--- config.mk ---
export PLATFORM = sky130hd
export DESIGN_NAME = kp_midi_voice_ctrl
export DESIGN_NICKNAME = d
export VERILOG_FILES = /design/src/rtl/kp_midi_pkg.sv /design/src/rtl/kp_note_period_rom.sv /design/src/rtl/kp_midi_voice_ctrl.sv
export SDC_FILE = /design/constraint.sdc
export NUM_CORES = 1
export LEC_CHECK = 0
export ABC_AREA = 1
export CAP_MARGIN = 30
export CELL_PAD_IN_SITES_DETAIL_PLACEMENT = 0
export CELL_PAD_IN_SITES_GLOBAL_PLACEMENT = 2
export CORE_UTILIZATION = 29
export DETAILED_ROUTE_END_ITERATION = 8
export HOLD_SLACK_MARGIN = 0.06
export PLACE_DENSITY = 0.87
export SYNTH_ARGS = -nofsm -noshare
export SYNTH_HDL_FRONTEND = slang
export SYNTH_SLANG_ARGS = --single-unit
--- constraint.sdc ---
create_clock -name i_audio_clk -period 2.6 [get_ports i_audio_clk]
set_clock_uncertainty 0.05 [all_clocks]
set_input_delay 0.26 -clock i_audio_clk [delete_from_list [all_inputs] [get_ports i_audio_clk]]
set_output_delay 0.26 -clock i_audio_clk [all_outputs]
set_load 0.005 [all_outputs]
--- src/rtl/kp_midi_pkg.sv ---
// Shared state types and MIDI constants for the Karplus-Strong voice controller.
package kp_midi_pkg;

    typedef enum logic [2:0] {
        P_IDLE,
        P_KEY,
        P_VEL,
        P_SKIP2,
        P_SKIP1
    } parse_state_e;

    typedef enum logic [1:0] {
        T_IDLE,
        T_SETUP,
        T_LOW,
        T_GAP
    } trig_state_e;

    localparam logic [3:0]  NOTE_OFF  = 4'h8;
    localparam logic [3:0]  NOTE_ON   = 4'h9;
    localparam logic [7:0]  SYSRT_MIN = 8'hF8;
    localparam int unsigned FS_HZ     = 96000;
    localparam logic [11:0] DELAY_MAX = 12'd4095;

endpackage

--- src/rtl/kp_note_period_rom.sv ---
// Key number -> delay-line length in samples: round(FS_HZ / f(key)), clamped to DELAY_MAX.
// Synchronous 128x12 ROM with one cycle of read latency.
module kp_note_period_rom
    import kp_midi_pkg::*;
(
    input  logic        i_clk,
    input  logic [6:0]  i_key,
    output logic [11:0] o_delay
);

    localparam logic [11:0] PERIOD [128] = '{
        DELAY_MAX, DELAY_MAX, DELAY_MAX, DELAY_MAX, DELAY_MAX, DELAY_MAX, DELAY_MAX,
        DELAY_MAX, DELAY_MAX, DELAY_MAX, DELAY_MAX, DELAY_MAX, DELAY_MAX, DELAY_MAX,
        DELAY_MAX, DELAY_MAX, DELAY_MAX, DELAY_MAX, DELAY_MAX, 12'd3918, 12'd3698,
        12'd3491, 12'd3295, 12'd3110, 12'd2935, 12'd2771, 12'd2615,
        12'd2468, 12'd2330, 12'd2199, 12'd2076, 12'd1959, 12'd1849,
        12'd1745, 12'd1647, 12'd1555, 12'd1468, 12'd1385, 12'd1308,
        12'd1234, 12'd1165, 12'd1100, 12'd1038, 12'd980,  12'd925,
        12'd873,  12'd824,  12'd778,  12'd734,  12'd693,  12'd654,
        12'd617,  12'd582,  12'd550,  12'd519,  12'd490,  12'd462,
        12'd436,  12'd412,  12'd389,  12'd367,  12'd346,  12'd327,
        12'd309,  12'd291,  12'd275,  12'd259,  12'd245,  12'd231,
        12'd218,  12'd206,  12'd194,  12'd183,  12'd173,  12'd163,
        12'd154,  12'd146,  12'd137,  12'd130,  12'd122,  12'd116,
        12'd109,  12'd103,  12'd97,   12'd92,   12'd87,   12'd82,
        12'd77,   12'd73,   12'd69,   12'd65,   12'd61,   12'd58,
        12'd55,   12'd51,   12'd49,   12'd46,   12'd43,   12'd41,
        12'd39,   12'd36,   12'd34,   12'd32,   12'd31,   12'd29,
        12'd27,   12'd26,   12'd24,   12'd23,   12'd22,   12'd20,
        12'd19,   12'd18,   12'd17,   12'd16,   12'd15,   12'd14,
        12'd14,   12'd13,   12'd12,   12'd11,   12'd11,   12'd10,
        12'd10,   12'd9,    12'd9,    12'd8,    12'd8
    };

    logic [11:0] r_delay;

    always_ff @(posedge i_clk) begin
        r_delay <= PERIOD[i_key];
    end

    assign o_delay = r_delay;

endmodule

--- src/rtl/kp_midi_voice_ctrl.sv ---
// Single-channel MIDI note parser driving the Karplus-Strong voice trigger.
// Define KP_MIDI_OMNI_EN to accept note messages on every channel.
module kp_midi_voice_ctrl
    import kp_midi_pkg::*;
#(
    parameter int unsigned TRIG_LEN      = 16,
    parameter logic [11:0] DEFAULT_DELAY = 12'd218
) (
    input  logic        i_audio_clk,
    input  logic        i_reset_n,
    input  logic [7:0]  i_midi_byte,
    input  logic        i_midi_valid,
    input  logic [3:0]  i_midi_chan,
    output logic        o_trig,
    output logic [6:0]  o_velocity,
    output logic [11:0] o_delay_length,
    output logic        o_note_active,
    output logic [6:0]  o_last_note
);

    localparam int unsigned    CNT_W    = (TRIG_LEN > 1) ? $clog2(TRIG_LEN) : 1;
    localparam logic [CNT_W-1:0] CNT_LAST = CNT_W'(TRIG_LEN - 1);

    parse_state_e     r_pstate, w_pstate_d;
    trig_state_e      r_tstate, w_tstate_d;
    logic             r_is_on, w_is_on_d;
    logic             r_skip_two, w_skip_two_d;
    logic [6:0]       r_key, w_key_d;
    logic             r_pend, w_pend_d;
    logic [6:0]       r_pend_key, w_pend_key_d;
    logic [6:0]       r_pend_vel, w_pend_vel_d;
    logic [CNT_W-1:0] r_cnt, w_cnt_d;
    logic             r_trig;
    logic [6:0]       r_velocity;
    logic [11:0]      r_delay;
    logic             r_active;
    logic [6:0]       r_last_note;

    logic             w_req;
    logic             w_off;
    logic             w_chan_ok;
    logic             w_is_rt;
    logic [3:0]       w_hi;
    logic [6:0]       w_rom_addr;
    logic [11:0]      w_rom_data;

    assign w_hi    = i_midi_byte[7:4];
    assign w_is_rt = (i_midi_byte >= SYSRT_MIN);

`ifdef KP_MIDI_OMNI_EN
    logic w_unused_chan;
    assign w_unused_chan = ^i_midi_chan;
    assign w_chan_ok     = 1'b1;
`else
    assign w_chan_ok = (i_midi_byte[3:0] == i_midi_chan);
`endif

    // Parser: running status is implicit, completed messages loop back to their first data state.
    always_comb begin
        w_pstate_d   = r_pstate;
        w_is_on_d    = r_is_on;
        w_skip_two_d = r_skip_two;
        w_key_d      = r_key;
        w_req        = 1'b0;
        w_off        = 1'b0;
        if (i_midi_valid) begin
            if (i_midi_byte[7]) begin
                if (w_is_rt) begin
                    w_pstate_d = r_pstate;
                end else if (w_hi == 4'hF) begin
                    w_pstate_d = P_IDLE;
                end else if ((w_hi == NOTE_ON || w_hi == NOTE_OFF) && w_chan_ok) begin
                    w_pstate_d = P_KEY;
                    w_is_on_d  = (w_hi == NOTE_ON);
                end else if (w_hi == 4'hC || w_hi == 4'hD) begin
                    w_pstate_d   = P_SKIP1;
                    w_skip_two_d = 1'b0;
                end else begin
                    w_pstate_d   = P_SKIP2;
                    w_skip_two_d = 1'b1;
                end
            end else begin
                unique case (r_pstate)
                    P_KEY: begin
                        w_key_d    = i_midi_byte[6:0];
                        w_pstate_d = P_VEL;
                    end
                    P_VEL: begin
                        if (r_is_on && (i_midi_byte[6:0] != 7'd0)) begin
                            w_req = 1'b1;
                        end else begin
                            w_off = 1'b1;
                        end
                        w_pstate_d = P_KEY;
                    end
                    P_SKIP2: w_pstate_d = P_SKIP1;
                    P_SKIP1: w_pstate_d = r_skip_two ? P_SKIP2 : P_SKIP1;
                    default: w_pstate_d = r_pstate;
                endcase
            end
        end
    end

    // Trigger FSM with a single overwrite-on-newest pending slot.
    always_comb begin
        w_tstate_d   = r_tstate;
        w_cnt_d      = r_cnt;
        w_pend_d     = r_pend;
        w_pend_key_d = r_pend_key;
        w_pend_vel_d = r_pend_vel;
        if (r_tstate == T_SETUP) begin
            w_pend_d = 1'b0;
        end
        if (w_req) begin
            w_pend_d     = 1'b1;
            w_pend_key_d = r_key;
            w_pend_vel_d = i_midi_byte[6:0];
        end
        unique case (r_tstate)
            T_IDLE: begin
                if (w_req || r_pend) begin
                    w_tstate_d = T_SETUP;
                end
            end
            T_SETUP: begin
                w_tstate_d = T_LOW;
                w_cnt_d    = '0;
            end
            T_LOW: begin
                if (r_cnt == CNT_LAST) begin
                    w_tstate_d = T_GAP;
                    w_cnt_d    = '0;
                end else begin
                    w_cnt_d = r_cnt + 1'b1;
                end
            end
            T_GAP: begin
                if (r_cnt == CNT_LAST) begin
                    w_tstate_d = (w_req || r_pend) ? T_SETUP : T_IDLE;
                    w_cnt_d    = '0;
                end else begin
                    w_cnt_d = r_cnt + 1'b1;
                end
            end
        endcase
    end

    // Address follows whichever note T_SETUP will load next cycle.
    assign w_rom_addr = w_req ? r_key : r_pend_key;

    kp_note_period_rom u_rom (
        .i_clk   (i_audio_clk),
        .i_key   (w_rom_addr),
        .o_delay (w_rom_data)
    );

    always_ff @(posedge i_audio_clk or negedge i_reset_n) begin
        if (!i_reset_n) begin
            r_pstate    <= P_IDLE;
            r_is_on     <= 1'b0;
            r_skip_two  <= 1'b0;
            r_key       <= '0;
            r_tstate    <= T_IDLE;
            r_cnt       <= '0;
            r_pend      <= 1'b0;
            r_pend_key  <= '0;
            r_pend_vel  <= '0;
            r_trig      <= 1'b1;
            r_velocity  <= '0;
            r_delay     <= DEFAULT_DELAY;
            r_active    <= 1'b0;
            r_last_note <= '0;
        end else begin
            r_pstate   <= w_pstate_d;
            r_is_on    <= w_is_on_d;
            r_skip_two <= w_skip_two_d;
            r_key      <= w_key_d;
            r_tstate   <= w_tstate_d;
            r_cnt      <= w_cnt_d;
            r_pend     <= w_pend_d;
            r_pend_key <= w_pend_key_d;
            r_pend_vel <= w_pend_vel_d;
            r_trig     <= (w_tstate_d != T_LOW);
            if (r_tstate == T_SETUP) begin
                r_velocity  <= r_pend_vel;
                r_last_note <= r_pend_key;
                r_delay     <= w_rom_data;
                r_active    <= 1'b1;
            end else if (w_off && (r_key == r_last_note)) begin
                r_active <= 1'b0;
            end
        end
    end

    assign o_trig         = r_trig;
    assign o_velocity     = r_velocity;
    assign o_delay_length = r_delay;
    assign o_note_active  = r_active;
    assign o_last_note    = r_last_note;

endmodule

Word-level counts from Yosys, hierarchy flattened
Memories as Yosys holds them, arrays and structs flattened. A register that Yosys moved wholly into a read port is not among the register bits. Index checks and enable logic that the tools add are counted. W data, S select, Z words.

Add/sub/neg operators: 1. Magnitude comparators: 1. Equal/unequal tests: 17. Multiplexer cells: 28. Bitwise logic cells: 5. Reduce and logical (&&, ||, !) cells: 17.

Operators by type and width (number): $eq A4 B4 Y1 const B (6); $mux W3 (6); $mux W1 (14); $pmux W3 S4 (1); $reduce_and A5 Y1 (2); $ge A8 B8 Y1 const B (1); $not A7 Y8 (1); $pmux W2 S4 (1); $pmux W4 S2 (1); $eq A7 B7 Y1 (1); $mux W7 (1); $reduce_bool A7 Y1 (1); $eq A3 B2 Y1 const B (2); $mux W2 (3); $reduce_and A3 Y1 (2); $reduce_bool A2 Y1 (3); $reduce_bool A5 Y1 (1); $add A4 B1 Y4 const B (1); $eq A2 B2 Y1 const B (2); $eq A4 B4 Y1 (1); $mux W4 (1); $ne A2 B2 Y1 const B (2); $not A1 Y1 (4); $eq A3 B1 Y1 const B (1); other kinds (6) (10).

Register bits: 61. Bits in read-only memories: 1536. Input port bits: 15. Output and inout port bits: 28. Logic and storage cells: 84. Memories: 1.

Memory list: (name not given) (words 128, width 12, read ports 1, clocked after memory_dff 1, write ports 0, line kp_note_period_rom.sv:38) `r_delay <= PERIOD[i_key];`.

Depth between registers and ports, before layout
Word-level depth: 11. Mapped depth: 20. Depth with buffers taken out: 19.

By module
From an unflattened synthesis, not the netlist that was laid out.

Cells, all modules: 623. Area, all modules: 4340.4 um^2.

By module, submodules not included: kp_midi_voice_ctrl (times used 1, cells each 332, area an instance 2800.2 um^2, sequential area each 1534.0 um^2); kp_note_period_rom (times used 1, cells each 291, area an instance 1540.2 um^2, sequential area each 240.2 um^2).

Least setup slack after synthesis
No wires, ideal clock.

Kind: reg2reg. Start point: register r_pstate[2]. End point: register u_rom.r_delay[0] (netlist: u_rom.o_delay[0]). Library setup time: 0.109 ns. Arrival time: 2.281 ns. Data required time: 2.441 ns. Path slack: 0.161 ns. Stages on the path, launching flop included: 18. Buffers on the path: 1. Clock period less this slack: 2.439 ns. Cell sequence: dfrtp_1 -> inv_2 -> nand3_1 -> nor2_4 -> nand3_4 -> buf_2 -> nand2_1 -> nand2_1 -> inv_1 -> ha_1 -> inv_1 -> nand2_1 -> nand3_1 -> nand3_1 -> nand2_1 -> nand3_1 -> nand2_1 -> inv_1.

Cells in the longest elaborated chain, start to end: 6.

Ends and longest elaborated chain: start: declaration (line kp_midi_voice_ctrl.sv:24) `parse_state_e r_pstate, w_pstate_d;`; start signal: assignment (line kp_midi_voice_ctrl.sv:174) `r_pstate <= w_pstate_d;`; $eq A3 B2 Y1 (line kp_midi_voice_ctrl.sv:83) `unique case (r_pstate)`; $mux W1 (line kp_midi_voice_ctrl.sv:83); $mux W1 (line kp_midi_voice_ctrl.sv:67) `if (i_midi_byte[7]) begin`; $mux W1 (line kp_midi_voice_ctrl.sv:66) `if (i_midi_valid) begin`; $mux W7; net u_rom.i_key[1] (line kp_note_period_rom.sv:7) `input logic [6:0] i_key,`; $not A7 Y8 (implied by the code) (line kp_note_period_rom.sv:38); end: declaration (line kp_note_period_rom.sv:35) `logic [11:0] r_delay;`.

The timed path passes the listed nets, and every way through them passes these cells. A chain may end at the register's enable or synchronous reset.

Final worst setup path
Start point: register r_pstate[0]. End point: register u_rom.r_delay[0] (netlist: u_rom.o_delay[0]).

Same word-level chain as after synthesis.

==> impl_metrics.env <==
export IMPL_status="finished clean"
export IMPL_drive_above_1_share_pct=16.7
export IMPL_p_clk_share_pct=26.5
export IMPL_dpl_cell_area_sq_um=5400
export IMPL_grt_total_usage_pct=18.3
export IMPL_switchingPower_w=0.00184
export IMPL_synth_edf_count=0
export IMPL_design_area_sq_um=5750
export IMPL_fmax_mhz=409
export IMPL_die_x_microns=124
export IMPL_cts_sinks=73
export IMPL_synthTopCellsByArea="dfrtp_1, nand2_1, nand3_1, dfxtp_1, nor2_1"
export IMPL_power_density_nw_per_um2=875
export IMPL_synth_top_area_share_pct=31.9
export IMPL_port_buffers=42
export IMPL_cts_tree="built"
export IMPL_critPathLaunch="r_pstate[0]"
export IMPL_ys_types=39
export IMPL_maxSlewHeadroom_pct=47.4
export IMPL_cts_root_buf="clkbuf_16"
export IMPL_crit_path_top_delay_cell="dfrtp_1"
export IMPL_gr_total_overflow=0
export IMPL_grt_max_degree=62
export IMPL_synth_main_ff_cell="dfrtp_1"
export IMPL_cp_arrival_ns=2.63
export IMPL_diodes=0
export IMPL_crit_fanout=5
export IMPL_insertion_delay_ns=0.34
export IMPL_hold_path_class="reg2reg"
export IMPL_row_count=44
export IMPL_power_total_w=0.00503
export IMPL_area_growth_pct=33.2
export IMPL_core_sq_um=14500
export IMPL_critPathTopFamily="simple AND/OR/NAND/NOR gates"
export IMPL_setup_violations=0
export IMPL_post_cts_buffers=0
export IMPL_syn_nets=648
export IMPL_grt_pass1_vias=4175
export IMPL_wl_met2_microns=5860
export IMPL_dieArea_sq_um=15400
export IMPL_synth_cells=624
export IMPL_finalCriticalPeriod_ns=2.44
export IMPL_drt_first_pass_iters=5
export IMPL_slowest_delay_ns=0.39
export IMPL_syn_avg_cell_area_sq_um=6.92
export IMPL_crit_chain="inv_1 -> nand3_2 -> nor2_4 -> nand4_1 -> nand2_1 -> inv_1 -> ha_1 -> inv_1 -> nand2_1 -> nand3_1 -> nand3_1 -> nand2_1 -> nand3_1 -> nand2_1 -> inv_1"
export IMPL_crit_type="reg2reg"
export IMPL_wl_met1_microns=6170
export IMPL_vias_per_cell=4.78
export IMPL_ff2ff_path_depth=15
export IMPL_hpwl_microns=9900
export IMPL_fin_crit_sh_pct=94.0
export IMPL_synth_common_cells="nand2_1, nand3_1, dfrtp_1"
export IMPL_crit_buf_inv=4
export IMPL_worstHoldStart="u_rom.o_delay[6]"
export IMPL_grt_pass1_wl_microns=21300
export IMPL_gp_congestion=0.960
export IMPL_drv_cap=0
export IMPL_path_clk_slew_ns=0.06
export IMPL_wire_per_inst_microns=14.1
export IMPL_p_leak_nw=2.91
export IMPL_synth_top_area_cell="dfrtp_1"
export IMPL_die_h_microns=124
export IMPL_hold_viol_final=0
export IMPL_drt_iter0_markers=339
export IMPL_regToRegSetupSlack_ns=0.16
export IMPL_ys_seq_area_share_pct=41.1
export IMPL_p_sw_share_pct=36.5
export IMPL_r2r_start="r_pstate[0]"
export IMPL_synth_most_common_cell="nand2_1"
export IMPL_drv_slew=0
export IMPL_synth_warnings=0
export IMPL_wl_microns=12900
export IMPL_cts_buffers=9
export IMPL_p_int_w=0.00320
export IMPL_wl_met3_microns=607
export IMPL_critPathCaptureType="register"
export IMPL_antenna_found_initial=0
export IMPL_r2r_end="u_rom.o_delay[0]"
export IMPL_initial_utilization_pct=29.7
export IMPL_num_vias=4360
export IMPL_ys_ff_latch=73
export IMPL_ir_drop_mv=0.346
export IMPL_drc=0
export IMPL_tightest_slew_ns=0.788
export IMPL_hold_depth=2
export IMPL_worstSetupStartpointType="register"
export IMPL_syn_cell_area_sq_um=4320
export IMPL_final_nets=748
export IMPL_hold_slack_ns=0.345
export IMPL_power_share_combinational_pct=38.7
export IMPL_clk_path_buf_depth=2
export IMPL_tns_ns=0
export IMPL_top_layer="met4"
export IMPL_async_flop_share_pct=83.6
export IMPL_cp_required_ns=2.78
export IMPL_htreeDepth=3
export IMPL_seqPwrFrac_pct=34.7
export IMPL_ios=43
export IMPL_whs_endpoint="o_delay_length[6]"
export IMPL_ant_nets=0
==> what timing repair did <==
item	in CTS	in global routing
endpoints found under the hold margin	13	0
gates resized for setup	0	4
hold buffers	1	0
setup endpoints to repair	0	3
==> metrics by stage <==
stage	worst slack, ns	instances	utilization (%)
2_1_floorplan	0.161	624	-
3_3_place_gp	-0.126	896	37.2
3_5_place_dp	-0.123	896	37.2
4_1_cts	0.158	913	39.5
5_1_grt	-0.0138	913	39.6
6_report	0.157	913	39.6
==> area by class of cell <==
| cell class | instances | area [sq um] |
|---|---|---|
| Sequential cell | 73 | 1780 |
| Tap cell | 184 | 230 |
| Clock inverter | 6 | 92.6 |
| Fill cell | 1519 | 8780 |
| Timing Repair Buffer | 112 | 981 |
| Inverter | 55 | 206 |
| Clock buffer | 10 | 229 |
| Multi-Input combinational cell | 473 | 2230 |
==> placed cells by master, fill, tap and decap left out, types with 3 or more instances in the layout <==
| cell type | netlist | layout |
|---|---|---|
| inv_1 | 39 | 39 |
| inv_2 | 13 | 13 |
| xnor2_1 | 10 | 10 |
| nor3_1 | 4 | 4 |
| o21ai_0 | 31 | 31 |
| nand4_1 | 12 | 12 |
| ha_1 | 9 | 9 |
| clkdlybuf4s50_1 | 0 | 41 |
| clkbuf_16 | 0 | 9 |
| nor2_1 | 47 | 47 |
| nand2_2 | 7 | 8 |
| dfrtp_1 | 55 | 54 |
| dfstp_2 | 6 | 6 |
| a31oi_1 | 4 | 4 |
| nand2_1 | 245 | 244 |
| buf_12 | 0 | 3 |
| clkinv_1 | 3 | 3 |
| o21ai_1 | 10 | 9 |
| dfxtp_1 | 12 | 12 |
| buf_4 | 2 | 66 |
| nand3_1 | 58 | 57 |
| a21oi_1 | 16 | 16 |
==> routing by layer <==
layer | vias to the layer above | track usage [%]
li1 | 2205 | -
met1 | 2003 | 25.1
met2 | 129 | 28.3
met3 | 23 | 3.66
met4 | 0 | 6.70
met5 | - | 0
==> power by group through the flow <==
stage | clock network [W] | registers (W) | logic (W)
after floorplan | 0 | 0.00170 | 0.00114
after global placement | 0 | 0.00174 | 0.00194
after detailed placement | 0 | 0.00176 | 0.00192
after CTS | 0.00138 | 0.00175 | 0.00193
after global routing | 0.00143 | 0.00179 | 0.00220
final | 0.00134 | 0.00175 | 0.00195
==> worst min-delay path: cells and delay by family (launching register included) <==
kind / cells / cell delay, ns
flops: 1 / 0.29
simple gates: 2 / 0.10
==> registers in the layout, indices dropped and copies added, names as in the netlist, 2 cells and up <==
register,cells
r_pstate,3
o_last_note,7
r_pend_key,7
r_pend_vel,7
o_velocity,7
r_key,7
u_rom.o_delay,12
r_tstate,2
o_delay_length,12
r_cnt,4
==> worst max path at each step <==
| stage | depth (start not counted) | slack, ns | end |
|---|---|---|---|
| 2_1_floorplan | 17 | 0.16 | u_rom.o_delay[0] |
| 3_3_place_gp | 19 | -0.13 | u_rom.o_delay[5] |
| 3_5_place_dp | 19 | -0.12 | u_rom.o_delay[5] |
| 4_1_cts | 16 | 0.16 | u_rom.o_delay[5] |
| 5_1_grt | 15 | -0.01 | u_rom.o_delay[0] |
| 6_report | 15 | 0.16 | u_rom.o_delay[0] |
==> kinds of logic (layout without fill, tap and decap cells) <==
| family | Yosys count | after routing | synth area share (%) |
|---|---|---|---|
| AND/OR/NAND/NOR | 380 | 380 | 36.9 |
| buffers and inverters | 78 | 183 | 7.48 |
| flip-flops | 73 | 73 | 41.1 |
| AO/OA/AOI/OAI | 72 | 72 | 9.48 |
| XOR/XNOR | 12 | 12 | 2.44 |
| adder cells (fa/ha/maj) | 9 | 9 | 2.61 |
Power figures use the tool's default switching activity.
